$ cat src/rtl/multi_cycle_ctrl_if.sv
`default_nettype none
// ============================================================================
// Module   : multi_cycle_ctrl_if
// Brief    : Control bundle between the multi-cycle controller and the
//            datapath (opcode/zero in, ALU controls and strobes out).
// Revision : 1.0  initial release
// ============================================================================
interface multi_cycle_ctrl_if;
    logic [5:0] opcode;
    logic       zero;
    logic [2:0] state;
    logic       pcwre;
    logic       irwre;
    logic       alusrca;
    logic       alusrcb;
    logic [2:0] aluop;
    logic       extsel;
    logic       regdst;
    logic       regwre;
    logic       dbdatasrc;
    logic       mrd;
    logic       mwr;
    logic [1:0] pcsrc;

    // Controller side: consumes opcode/zero, issues everything else.
    modport master (
        input  opcode, zero,
        output state, pcwre, irwre, alusrca, alusrcb, aluop, extsel,
               regdst, regwre, dbdatasrc, mrd, mwr, pcsrc
    );

    // Datapath side.
    modport slave (
        output opcode, zero,
        input  state, pcwre, irwre, alusrca, alusrcb, aluop, extsel,
               regdst, regwre, dbdatasrc, mrd, mwr, pcsrc
    );
endinterface
`default_nettype wire

$ cat src/rtl/multi_cycle_ctrl.sv
`default_nettype none
// ============================================================================
// Module   : multi_cycle_ctrl
// Brief    : Multi-cycle CPU control unit. Steps each instruction through
//            IF/ID/EXE/MEM/WB and drives ALU controls and datapath enables
//            combinationally from the current state and opcode.
// Revision : 1.0  initial release
// ============================================================================
module multi_cycle_ctrl (
    input  wire                 clk,
    input  wire                 rst_n,
    multi_cycle_ctrl_if.master  bus
);

    typedef enum logic [2:0] {
        S_IF     = 3'b000,
        S_ID     = 3'b001,
        S_EXE_LS = 3'b010,
        S_MEM    = 3'b011,
        S_WB_L   = 3'b100,
        S_EXE_B  = 3'b101,
        S_EXE_R  = 3'b110,
        S_WB_R   = 3'b111
    } state_t;

    localparam logic [5:0] c_OP_ADD   = 6'b000000;
    localparam logic [5:0] c_OP_SUB   = 6'b000001;
    localparam logic [5:0] c_OP_ADDIU = 6'b000010;
    localparam logic [5:0] c_OP_AND   = 6'b010000;
    localparam logic [5:0] c_OP_ANDI  = 6'b010001;
    localparam logic [5:0] c_OP_ORI   = 6'b010010;
    localparam logic [5:0] c_OP_OR    = 6'b010011;
    localparam logic [5:0] c_OP_SLL   = 6'b011000;
    localparam logic [5:0] c_OP_SLT   = 6'b100110;
    localparam logic [5:0] c_OP_SLTI  = 6'b100111;
    localparam logic [5:0] c_OP_SW    = 6'b110000;
    localparam logic [5:0] c_OP_LW    = 6'b110001;
    localparam logic [5:0] c_OP_BEQ   = 6'b110100;
    localparam logic [5:0] c_OP_BNE   = 6'b110101;
    localparam logic [5:0] c_OP_J     = 6'b111000;
    localparam logic [5:0] c_OP_HALT  = 6'b111111;

    localparam logic [2:0] c_ALU_ADD = 3'b000;
    localparam logic [2:0] c_ALU_SUB = 3'b001;
    localparam logic [2:0] c_ALU_SHL = 3'b010;
    localparam logic [2:0] c_ALU_OR  = 3'b011;
    localparam logic [2:0] c_ALU_AND = 3'b100;
    localparam logic [2:0] c_ALU_SLT = 3'b110;

    state_t     r_state;
    state_t     w_state_nxt;
    logic       r_halt;
    logic       w_halt_nxt;

    // Per-opcode arithmetic decode (used by EXE_R/WB_R and for ExtSel)
    logic       w_is_arith;
    logic       w_is_rtype;
    logic [2:0] w_aluop_r;
    logic       w_srca_r;
    logic       w_srcb_r;
    logic       w_ext_r;

    logic       w_pcwre, w_irwre, w_alusrca, w_alusrcb, w_extsel;
    logic       w_regdst, w_regwre, w_dbdatasrc, w_mrd, w_mwr;
    logic [2:0] w_aluop;
    logic [1:0] w_pcsrc;

    // State and halt-flag registers; reset returns to IF asynchronously
    always_ff @(posedge clk or negedge rst_n) begin
        if (!rst_n) begin
            r_state <= S_IF;
            r_halt  <= 1'b0;
        end else begin
            r_state <= w_state_nxt;
            r_halt  <= w_halt_nxt;
        end
    end

    // Arithmetic-class opcode decode: ALU op, operand selects, extension
    always_comb begin
        w_is_arith = 1'b1;
        w_is_rtype = 1'b0;
        w_aluop_r  = c_ALU_ADD;
        w_srca_r   = 1'b0;
        w_srcb_r   = 1'b0;
        w_ext_r    = 1'b0;
        case (bus.opcode)
            c_OP_ADD:   w_is_rtype = 1'b1;
            c_OP_SUB:   begin w_is_rtype = 1'b1; w_aluop_r = c_ALU_SUB; end
            c_OP_ADDIU: begin w_srcb_r = 1'b1; w_ext_r = 1'b1; end
            c_OP_AND:   begin w_is_rtype = 1'b1; w_aluop_r = c_ALU_AND; end
            c_OP_ANDI:  begin w_srcb_r = 1'b1; w_aluop_r = c_ALU_AND; end
            c_OP_ORI:   begin w_srcb_r = 1'b1; w_aluop_r = c_ALU_OR; end
            c_OP_OR:    begin w_is_rtype = 1'b1; w_aluop_r = c_ALU_OR; end
            c_OP_SLL:   begin w_is_rtype = 1'b1; w_srca_r = 1'b1; w_aluop_r = c_ALU_SHL; end
            c_OP_SLT:   begin w_is_rtype = 1'b1; w_aluop_r = c_ALU_SLT; end
            c_OP_SLTI:  begin w_srcb_r = 1'b1; w_ext_r = 1'b1; w_aluop_r = c_ALU_SLT; end
            default:    w_is_arith = 1'b0;
        endcase
    end

    // Next-state and output decode; every strobe defaults low
    always_comb begin
        w_state_nxt = r_state;
        w_halt_nxt  = r_halt;
        w_pcwre     = 1'b0;
        w_irwre     = 1'b0;
        w_alusrca   = 1'b0;
        w_alusrcb   = 1'b0;
        w_aluop     = c_ALU_ADD;
        w_extsel    = 1'b0;
        w_regdst    = 1'b0;
        w_regwre    = 1'b0;
        w_dbdatasrc = 1'b0;
        w_mrd       = 1'b0;
        w_mwr       = 1'b0;
        w_pcsrc     = 2'b00;
        case (r_state)
            S_IF: begin
                w_irwre     = 1'b1;
                w_state_nxt = S_ID;
            end
            S_ID: begin
                // Once halted, the opcode is no longer looked at
                if (!r_halt) begin
                    if (w_is_arith) begin
                        w_state_nxt = S_EXE_R;
                    end else begin
                        case (bus.opcode)
                            c_OP_SW, c_OP_LW:   w_state_nxt = S_EXE_LS;
                            c_OP_BEQ, c_OP_BNE: w_state_nxt = S_EXE_B;
                            c_OP_J: begin
                                w_pcwre     = 1'b1;
                                w_pcsrc     = 2'b10;
                                w_state_nxt = S_IF;
                            end
                            c_OP_HALT: w_halt_nxt = 1'b1;
                            default: begin
                                w_pcwre     = 1'b1;
                                w_state_nxt = S_IF;
                            end
                        endcase
                    end
                end
            end
            S_EXE_R, S_WB_R: begin
                w_aluop   = w_aluop_r;
                w_alusrca = w_srca_r;
                w_alusrcb = w_srcb_r;
                w_extsel  = w_ext_r;
                if (r_state == S_EXE_R) begin
                    w_state_nxt = S_WB_R;
                end else begin
                    w_regwre    = 1'b1;
                    w_regdst    = w_is_rtype;
                    w_pcwre     = 1'b1;
                    w_state_nxt = S_IF;
                end
            end
            S_EXE_LS: begin
                w_alusrcb   = 1'b1;
                w_extsel    = 1'b1;
                w_state_nxt = S_MEM;
            end
            S_MEM: begin
                w_alusrcb = 1'b1;
                w_extsel  = 1'b1;
                if (bus.opcode == c_OP_LW) begin
                    w_mrd       = 1'b1;
                    w_state_nxt = S_WB_L;
                end else begin
                    w_mwr       = 1'b1;
                    w_pcwre     = 1'b1;
                    w_state_nxt = S_IF;
                end
            end
            S_WB_L: begin
                // Address-path ALU controls stay put while the load lands
                w_alusrcb   = 1'b1;
                w_extsel    = 1'b1;
                w_mrd       = 1'b1;
                w_dbdatasrc = 1'b1;
                w_regwre    = 1'b1;
                w_pcwre     = 1'b1;
                w_state_nxt = S_IF;
            end
            S_EXE_B: begin
                w_aluop  = c_ALU_SUB;
                w_extsel = 1'b1;
                w_pcwre  = 1'b1;
                if (((bus.opcode == c_OP_BEQ) &&  bus.zero) ||
                    ((bus.opcode == c_OP_BNE) && !bus.zero))
                    w_pcsrc = 2'b01;
                w_state_nxt = S_IF;
            end
            default: w_state_nxt = S_IF;
        endcase
    end

    assign bus.state     = r_state;
    assign bus.pcwre     = w_pcwre;
    assign bus.irwre     = w_irwre;
    assign bus.alusrca   = w_alusrca;
    assign bus.alusrcb   = w_alusrcb;
    assign bus.aluop     = w_aluop;
    assign bus.extsel    = w_extsel;
    assign bus.regdst    = w_regdst;
    assign bus.regwre    = w_regwre;
    assign bus.dbdatasrc = w_dbdatasrc;
    assign bus.mrd       = w_mrd;
    assign bus.mwr       = w_mwr;
    assign bus.pcsrc     = w_pcsrc;

endmodule
`default_nettype wire
$ cat src/flat_wrapper.sv
// flat-port wrapper written by rule: the top's interface ports become plain ports
module multi_cycle_ctrl_flat 
  (clk, rst_n, bus_opcode, bus_zero, bus_state, bus_pcwre, bus_irwre, bus_alusrca, bus_alusrcb, bus_aluop, bus_extsel, bus_regdst, bus_regwre, bus_dbdatasrc, bus_mrd, bus_mwr, bus_pcsrc);
  multi_cycle_ctrl_if bus_i ();
  input  wire clk;
  input  wire rst_n;
  input wire logic [$bits(bus_i.opcode)-1:0] bus_opcode;
  input wire logic [$bits(bus_i.zero)-1:0] bus_zero;
  output wire logic [$bits(bus_i.state)-1:0] bus_state;
  output wire logic [$bits(bus_i.pcwre)-1:0] bus_pcwre;
  output wire logic [$bits(bus_i.irwre)-1:0] bus_irwre;
  output wire logic [$bits(bus_i.alusrca)-1:0] bus_alusrca;
  output wire logic [$bits(bus_i.alusrcb)-1:0] bus_alusrcb;
  output wire logic [$bits(bus_i.aluop)-1:0] bus_aluop;
  output wire logic [$bits(bus_i.extsel)-1:0] bus_extsel;
  output wire logic [$bits(bus_i.regdst)-1:0] bus_regdst;
  output wire logic [$bits(bus_i.regwre)-1:0] bus_regwre;
  output wire logic [$bits(bus_i.dbdatasrc)-1:0] bus_dbdatasrc;
  output wire logic [$bits(bus_i.mrd)-1:0] bus_mrd;
  output wire logic [$bits(bus_i.mwr)-1:0] bus_mwr;
  output wire logic [$bits(bus_i.pcsrc)-1:0] bus_pcsrc;
  assign bus_i.opcode = bus_opcode;
  assign bus_i.zero = bus_zero;
  assign bus_state = bus_i.state;
  assign bus_pcwre = bus_i.pcwre;
  assign bus_irwre = bus_i.irwre;
  assign bus_alusrca = bus_i.alusrca;
  assign bus_alusrcb = bus_i.alusrcb;
  assign bus_aluop = bus_i.aluop;
  assign bus_extsel = bus_i.extsel;
  assign bus_regdst = bus_i.regdst;
  assign bus_regwre = bus_i.regwre;
  assign bus_dbdatasrc = bus_i.dbdatasrc;
  assign bus_mrd = bus_i.mrd;
  assign bus_mwr = bus_i.mwr;
  assign bus_pcsrc = bus_i.pcsrc;
  multi_cycle_ctrl u_core (.clk(clk), .rst_n(rst_n), .bus(bus_i));
endmodule
$ cat config.mk
export PLATFORM = sky130hd
export DESIGN_NAME = multi_cycle_ctrl_flat
export DESIGN_NICKNAME = d
export VERILOG_FILES = /design/src/rtl/multi_cycle_ctrl_if.sv /design/src/rtl/multi_cycle_ctrl.sv /design/src/flat_wrapper.sv
export SDC_FILE = /design/constraint.sdc
export NUM_CORES = 1
export LEC_CHECK = 0
export CAP_MARGIN = 10
export CORE_UTILIZATION = 30
export DETAILED_ROUTE_END_ITERATION = 10
export GPL_TIMING_DRIVEN = 0
export PLACE_DENSITY = 0.69
export SETUP_SLACK_MARGIN = 0.05
export SLEW_MARGIN = 20
export SYNTH_ARGS = -nofsm -noshare
export SYNTH_HDL_FRONTEND = slang
export SYNTH_SLANG_ARGS = --single-unit
$ cat constraint.sdc
create_clock -name clk -period 1.7 [get_ports clk]
set_input_delay 0.17 -clock clk [delete_from_list [all_inputs] [get_ports clk]]
set_output_delay 0.17 -clock clk [all_outputs]
set_load 0.03 [all_outputs]
## Word-level counts from Yosys, hierarchy flattened

Index checks and enable logic that the tools add are counted.

| word-level totals | value |
|---|---|
| register bits | 4 |
| input bits | 9 |
| output and inout port bits | 18 |
| logic and storage cells | 85 |

| operators by class | value |
|---|---|
| eq/ne operators | 24 |
| muxes and demuxes | 38 |
| reduce and logical (&&, ||, !) cells | 21 |

Operators by type and width:

| kind | count |
|---|---|
| 6-bit == test (second input constant) | 8 |
| 6-bit by 5-bit == test with 1-bit output (second input constant) | 5 |
| 1-bit two-way mux | 21 |
| 3-bit one-hot mux with 6 select lines | 1 |
| 2-bit OR reduction | 8 |
| 3-bit one-hot mux with 5 select lines | 1 |
| 3-bit == test (second input constant) | 4 |
| 3-bit two-way mux | 4 |
| 10-bit OR reduction | 1 |
| 3-bit one-hot mux with 3 select lines | 1 |
| 1-bit one-hot mux with 2 select lines | 4 |
| 4-bit OR reduction | 2 |
| 3-bit by 2-bit == test with 1-bit output (second input constant) | 2 |
| 6-bit by 1-bit == test with 1-bit output (second input constant) | 1 |
| 6-bit by 2-bit == test with 1-bit output (second input constant) | 1 |
| 6-bit zero test | 1 |
| 2-bit two-way mux | 3 |
| 3-bit one-hot mux with 2 select lines | 1 |
| 6-bit OR reduction | 1 |
| 5-bit OR reduction | 1 |
| 1-bit one-hot mux with 4 select lines | 1 |
| 2-bit one-hot mux with 2 select lines | 1 |
| 3-bit by 1-bit == test with 1-bit output (second input constant) | 1 |
| 3-bit zero test | 1 |
| other kinds (7) | 8 |

## Depth between registers and ports, before layout

| logic depth | value |
|---|---|
| word-level depth | 6 |
| mapped depth | 6 |
| gate-level depth less buffers | 4 |

## Worst setup path before layout

OpenSTA, ideal clock, no wires.

| timing path | value |
|---|---|
| path kind | register to output |
| from | register u_core.r_state[2], in the netlist u_core.bus.state[2] |
| to | output port bus_pcsrc[0] |
| arrival time | 1.952 ns |
| required time | 1.530 ns |
| slack | -0.422 ns |
| stages on the path, launching flop included | 4 |
| path buffers | 1 |
| cells stage by stage | dfrtp_1 -> clkbuf_1 -> nand2_1 -> nor4_1 |

| on the way | value |
|---|---|
| cells in the longest elaborated chain, start to end | 2 |
| elaborated cells between the ends (all ways) | 3 |
| those cells by class | eq/ne: 2; mux: 1 |

RTL lines:

| what | RTL line | text |
|---|---|---|
| start, declared | multi_cycle_ctrl.sv:50 | `state_t r_state;` |
| start signal, assigned | multi_cycle_ctrl.sv:74 | `r_state <= w_state_nxt;` |
| 3-bit == test / 3-bit by 1-bit == test with 1-bit output (equally long branches) | multi_cycle_ctrl.sv:118 | `case (r_state)` |
| 2-bit one-hot mux with 2 select lines (*) | multi_cycle_ctrl.sv:118 |  |
| end, declared | flat_wrapper.sv:21 | `output wire logic [$bits(bus_i.pcsrc)-1:0] bus_pcsrc;` |

Mark *: on every way between the ends. The rest lies on a longest branch, timed or not.

## Final worst setup path

| timing path | value |
|---|---|
| from | register u_core.r_state[1], in the netlist u_core.bus.state[1] |
| to | output port bus_pcwre |

| on the way | value |
|---|---|
| cells in the longest elaborated chain, start to end | 3 |
| elaborated cells between the ends (all ways) | 10 |
| those cells by class | eq/ne: 6; mux: 2; reduce/logical: 2 |

RTL lines:

| what | RTL line | text |
|---|---|---|
| 3-bit == test (on tied branches) | multi_cycle_ctrl.sv:118, multi_cycle_ctrl.sv:151 |  |
| 1-bit two-way mux (tied with other cells) | multi_cycle_ctrl.sv:151 | `if (r_state == S_EXE_R) begin` |
| 1-bit one-hot mux with 4 select lines (*) | multi_cycle_ctrl.sv:118 |  |
| end, declared | flat_wrapper.sv:10 | `output wire logic [$bits(bus_i.pcwre)-1:0] bus_pcwre;` |

Marks and branches as above.

==> flow_metrics.env <==
export IMPL_crit_type="reg -> out"
export IMPL_avgSynthCellArea_um2=6.906
export IMPL_core_area_mm2=0.002212
export IMPL_n_antenna_cell=0
export IMPL_crit_path_frequent_cell="or3_4"
export IMPL_skew_ns=0.002544
export IMPL_drt_antenna_violating_nets=0
export IMPL_synth_edf_count=0
export IMPL_setup_viol_count_final=5
export IMPL_via_per_inst=5.456
export IMPL_numPortBuffers=24
export IMPL_p_per_area_mw_per_mm2=1240
export IMPL_grt_overflow_total=0
export IMPL_max_stage_delay_ns=0.42
export IMPL_fin_util_pct=56.33
export IMPL_worstPathArrival_ns=1.77
export IMPL_fmax_ghz=0.5144
export IMPL_crit_path_start_kind="register"
export IMPL_routed_wl_um=2602
export IMPL_initial_core_util_pct=31.84
export IMPL_dr_pass1_iters=4
export IMPL_path_clk_slew_ns=0.04
export IMPL_fillers=219
export IMPL_cts_sinks=4
export IMPL_syn_to_final_growth_pct=76.91
export IMPL_antenna_found_initial=0
export IMPL_min_period_over_period_pct=114.4
export IMPL_cts_tree="built"
export IMPL_hold_violations=0
export IMPL_peakVddDrop_v=0.0007426
export IMPL_layout_common_cells="buf_6 (14), nor2_1 (13), buf_4 (10), clkbuf_2 (7), a21oi_1 (7)"
export IMPL_dp_hpwl_um=1720
export IMPL_status="finished with violations"
export IMPL_fp_dieH_um=50.46
export IMPL_async_flop_share_pct=100.0
export IMPL_required_ns=1.53
export IMPL_crit_chain="nand2b_4, or3_4, or3_4, o22ai_4, buf_6"
export IMPL_place_congestion=0.9567
export IMPL_dieArea_mm2=0.002546
export IMPL_finalMaxSlewViolations=0
export IMPL_syn_nets=111
export IMPL_die_x_um=50.46
export IMPL_grt_pass1_wl_um=4140
export IMPL_wire_per_inst_um=15.22
export IMPL_register_area_um2=103.9
export IMPL_max_cap_viol_count=0
export IMPL_p_leak_uw=0.0005118
export IMPL_layout_commonest_cell="buf_6"
export IMPL_end_kind="output pin"
export IMPL_critPathMaxFanout=4
export IMPL_grt_pass1_vias=861
export IMPL_via_count=933
export IMPL_tns_ns=-0.5025
export IMPL_layout_drive_gt1_share_pct=51.05
export IMPL_cts_max_level=1
export IMPL_ys_flop_type="dfrtp_1"
export IMPL_rsz0062_at_grt="true"
export IMPL_drt_iter0_drc=19
export IMPL_yosys_warnings=0
export IMPL_io_pins=27
export IMPL_drc=0
export IMPL_grt_total_usage_pct=21.24
export IMPL_slowest_stage="dfrtp_2"
export IMPL_cts_buffers=3
export IMPL_ys_ff_latch=4
export IMPL_num_rows=17
export IMPL_cts_hold_buf=0
export IMPL_max_slew_margin_rel_pct=78.92
export IMPL_hp_class="in -> async"
export IMPL_ys_types=41
export IMPL_ctsRootBufferMaster="clkbuf_4"
export IMPL_synth_area_um2=704.4
export IMPL_grt_max_degree=11
export IMPL_worst_pin_slew_ns=0.3144
export IMPL_fin_crit_ns=1.944
export IMPL_nNetsFinal=154
export IMPL_path_delay_family="simple AND/OR/NAND/NOR gates"
export IMPL_clkLatencyLatePin_ns=0.25
export IMPL_synth_seq_area_share_pct=14.21
export IMPL_multi_input_area_um2=654.4
export IMPL_setup_slack_ns=-0.2441
export IMPL_violations="negative setup slack"
export IMPL_path_buf_inv=1
export IMPL_cts_buffer_depth=2
export IMPL_synthCells=102
-- cell type report --
| cell class | count | area share, % |
|---|---|---|
| Sequential cell | 4 | 8.333 |
| Tap cell | 28 | 2.811 |
| Clock buffer | 3 | 1.807 |
| Multi-Input combinational cell | 86 | 52.51 |
| Timing Repair Buffer | 38 | 27.01 |
| Inverter | 1 | 0.5020 |
| Buffer | 11 | 7.028 |
-- state kept, by name (all words and copies together), names as in the netlist --
name              flops
u_core.r_halt         1
u_core.bus.state      3
-- where the power goes --
| group | internal, µW | total [µW] | switching (µW) |
|---|---|---|---|
| sequential | 134 | 170 | 35.6 |
| clock | 79.5 | 127 | 47.1 |
| combinational | 625 | 1250 | 624 |
| total | 839 | 1550 | 707 |
-- worst paths after layout --
| check | cells after the start | endpoint | slack (ns) | from |
|---|---|---|---|---|
| min reg2reg | 1 | u_core.r_halt | 0.51 | u_core.r_halt |
| min in group clk | 4 | u_core.r_halt | 0.44 | bus_opcode[3] |
| min | 1 | u_core.bus.state[2] | 0.14 | rst_n |
| max in group asynchronous | 1 | u_core.bus.state[1] | 1.37 | rst_n |
| max reg2reg | 7 | u_core.bus.state[2] | 0.12 | u_core.bus.state[1] |
| max | 5 | bus_pcwre | -0.24 | u_core.bus.state[1] |
-- cells in the mapped netlist, types with 2 or more instances --
cell type / number / area (µm²)
nand4b_1: 3 / 26.28
nand3b_1: 6 / 45.04
a21o_1: 2 / 15.01
a21oi_1: 7 / 35.03
nor2_1: 15 / 56.30
clkbuf_1: 4 / 15.01
o21ai_0: 3 / 15.01
nand2b_1: 5 / 31.28
or3_1: 2 / 12.51
nand3_1: 4 / 20.02
a211oi_1: 3 / 22.52
nor3_1: 2 / 10.01
nand2_1: 8 / 30.03
buf_2: 6 / 30.03
dfrtp_1: 4 / 100.1
or4b_1: 2 / 20.02
xnor2_1: 2 / 17.52
-- stage by stage --
| stage | area [µm²] | hold slack, ns | cells | setup WS, ns | power [µW] |
|---|---|---|---|---|---|
| after global routing | 1246 | 0.1530 | 171 | -0.2696 | 1616 |
| after floorplan | 765.7 | -0.1256 | 102 | -0.1515 | 785.6 |
| after global placement | 1041 | 0.3776 | 154 | -0.8811 | 1054 |
| final | 1246 | 0.1354 | 171 | -0.2441 | 1546 |
| after CTS | 1151 | 0.1467 | 165 | -0.2459 | 1325 |
| after detailed placement | 1041 | 0.3989 | 154 | -0.8772 | 1067 |
-- cells by family after synthesis --
family | share of synthesized area, %
buffers and inverters | 8.525
XOR/XNOR | 2.487
flip-flops | 14.21
AND/OR/NAND/NOR | 49.20
AO/OA/AOI/OAI | 25.58
-- worst reg2reg max path: cells and delay by family, from the launching register on --
| family | cells | cell delay [ns] |
|---|---|---|
| AO/OA/AOI/OAI | 1 | 0.13 |
| buffers and inverters | 3 | 0.39 |
| flip-flops | 1 | 0.42 |
| AND/OR/NAND/NOR | 3 | 0.57 |
-- metal layers --
layer	GRT usage, %	routed length (µm)	vias to the layer above
met4	7.870	29	0
met1	26.78	1118	441
li1	-	-	454
met2	37.33	1348	32
met5	0	0	-
met3	1.515	106	6
-- what timing repair did --
| action | 4_1_cts | 5_1_grt |
|---|---|---|
| resized for setup | 86 | 41 |
| setup buffers | 8 | 6 |
| gates cloned | 0 | 0 |
| setup endpoints to repair | 16 | 15 |
| pin swaps | 2 | 5 |
Power figures use the tool's default switching activity.
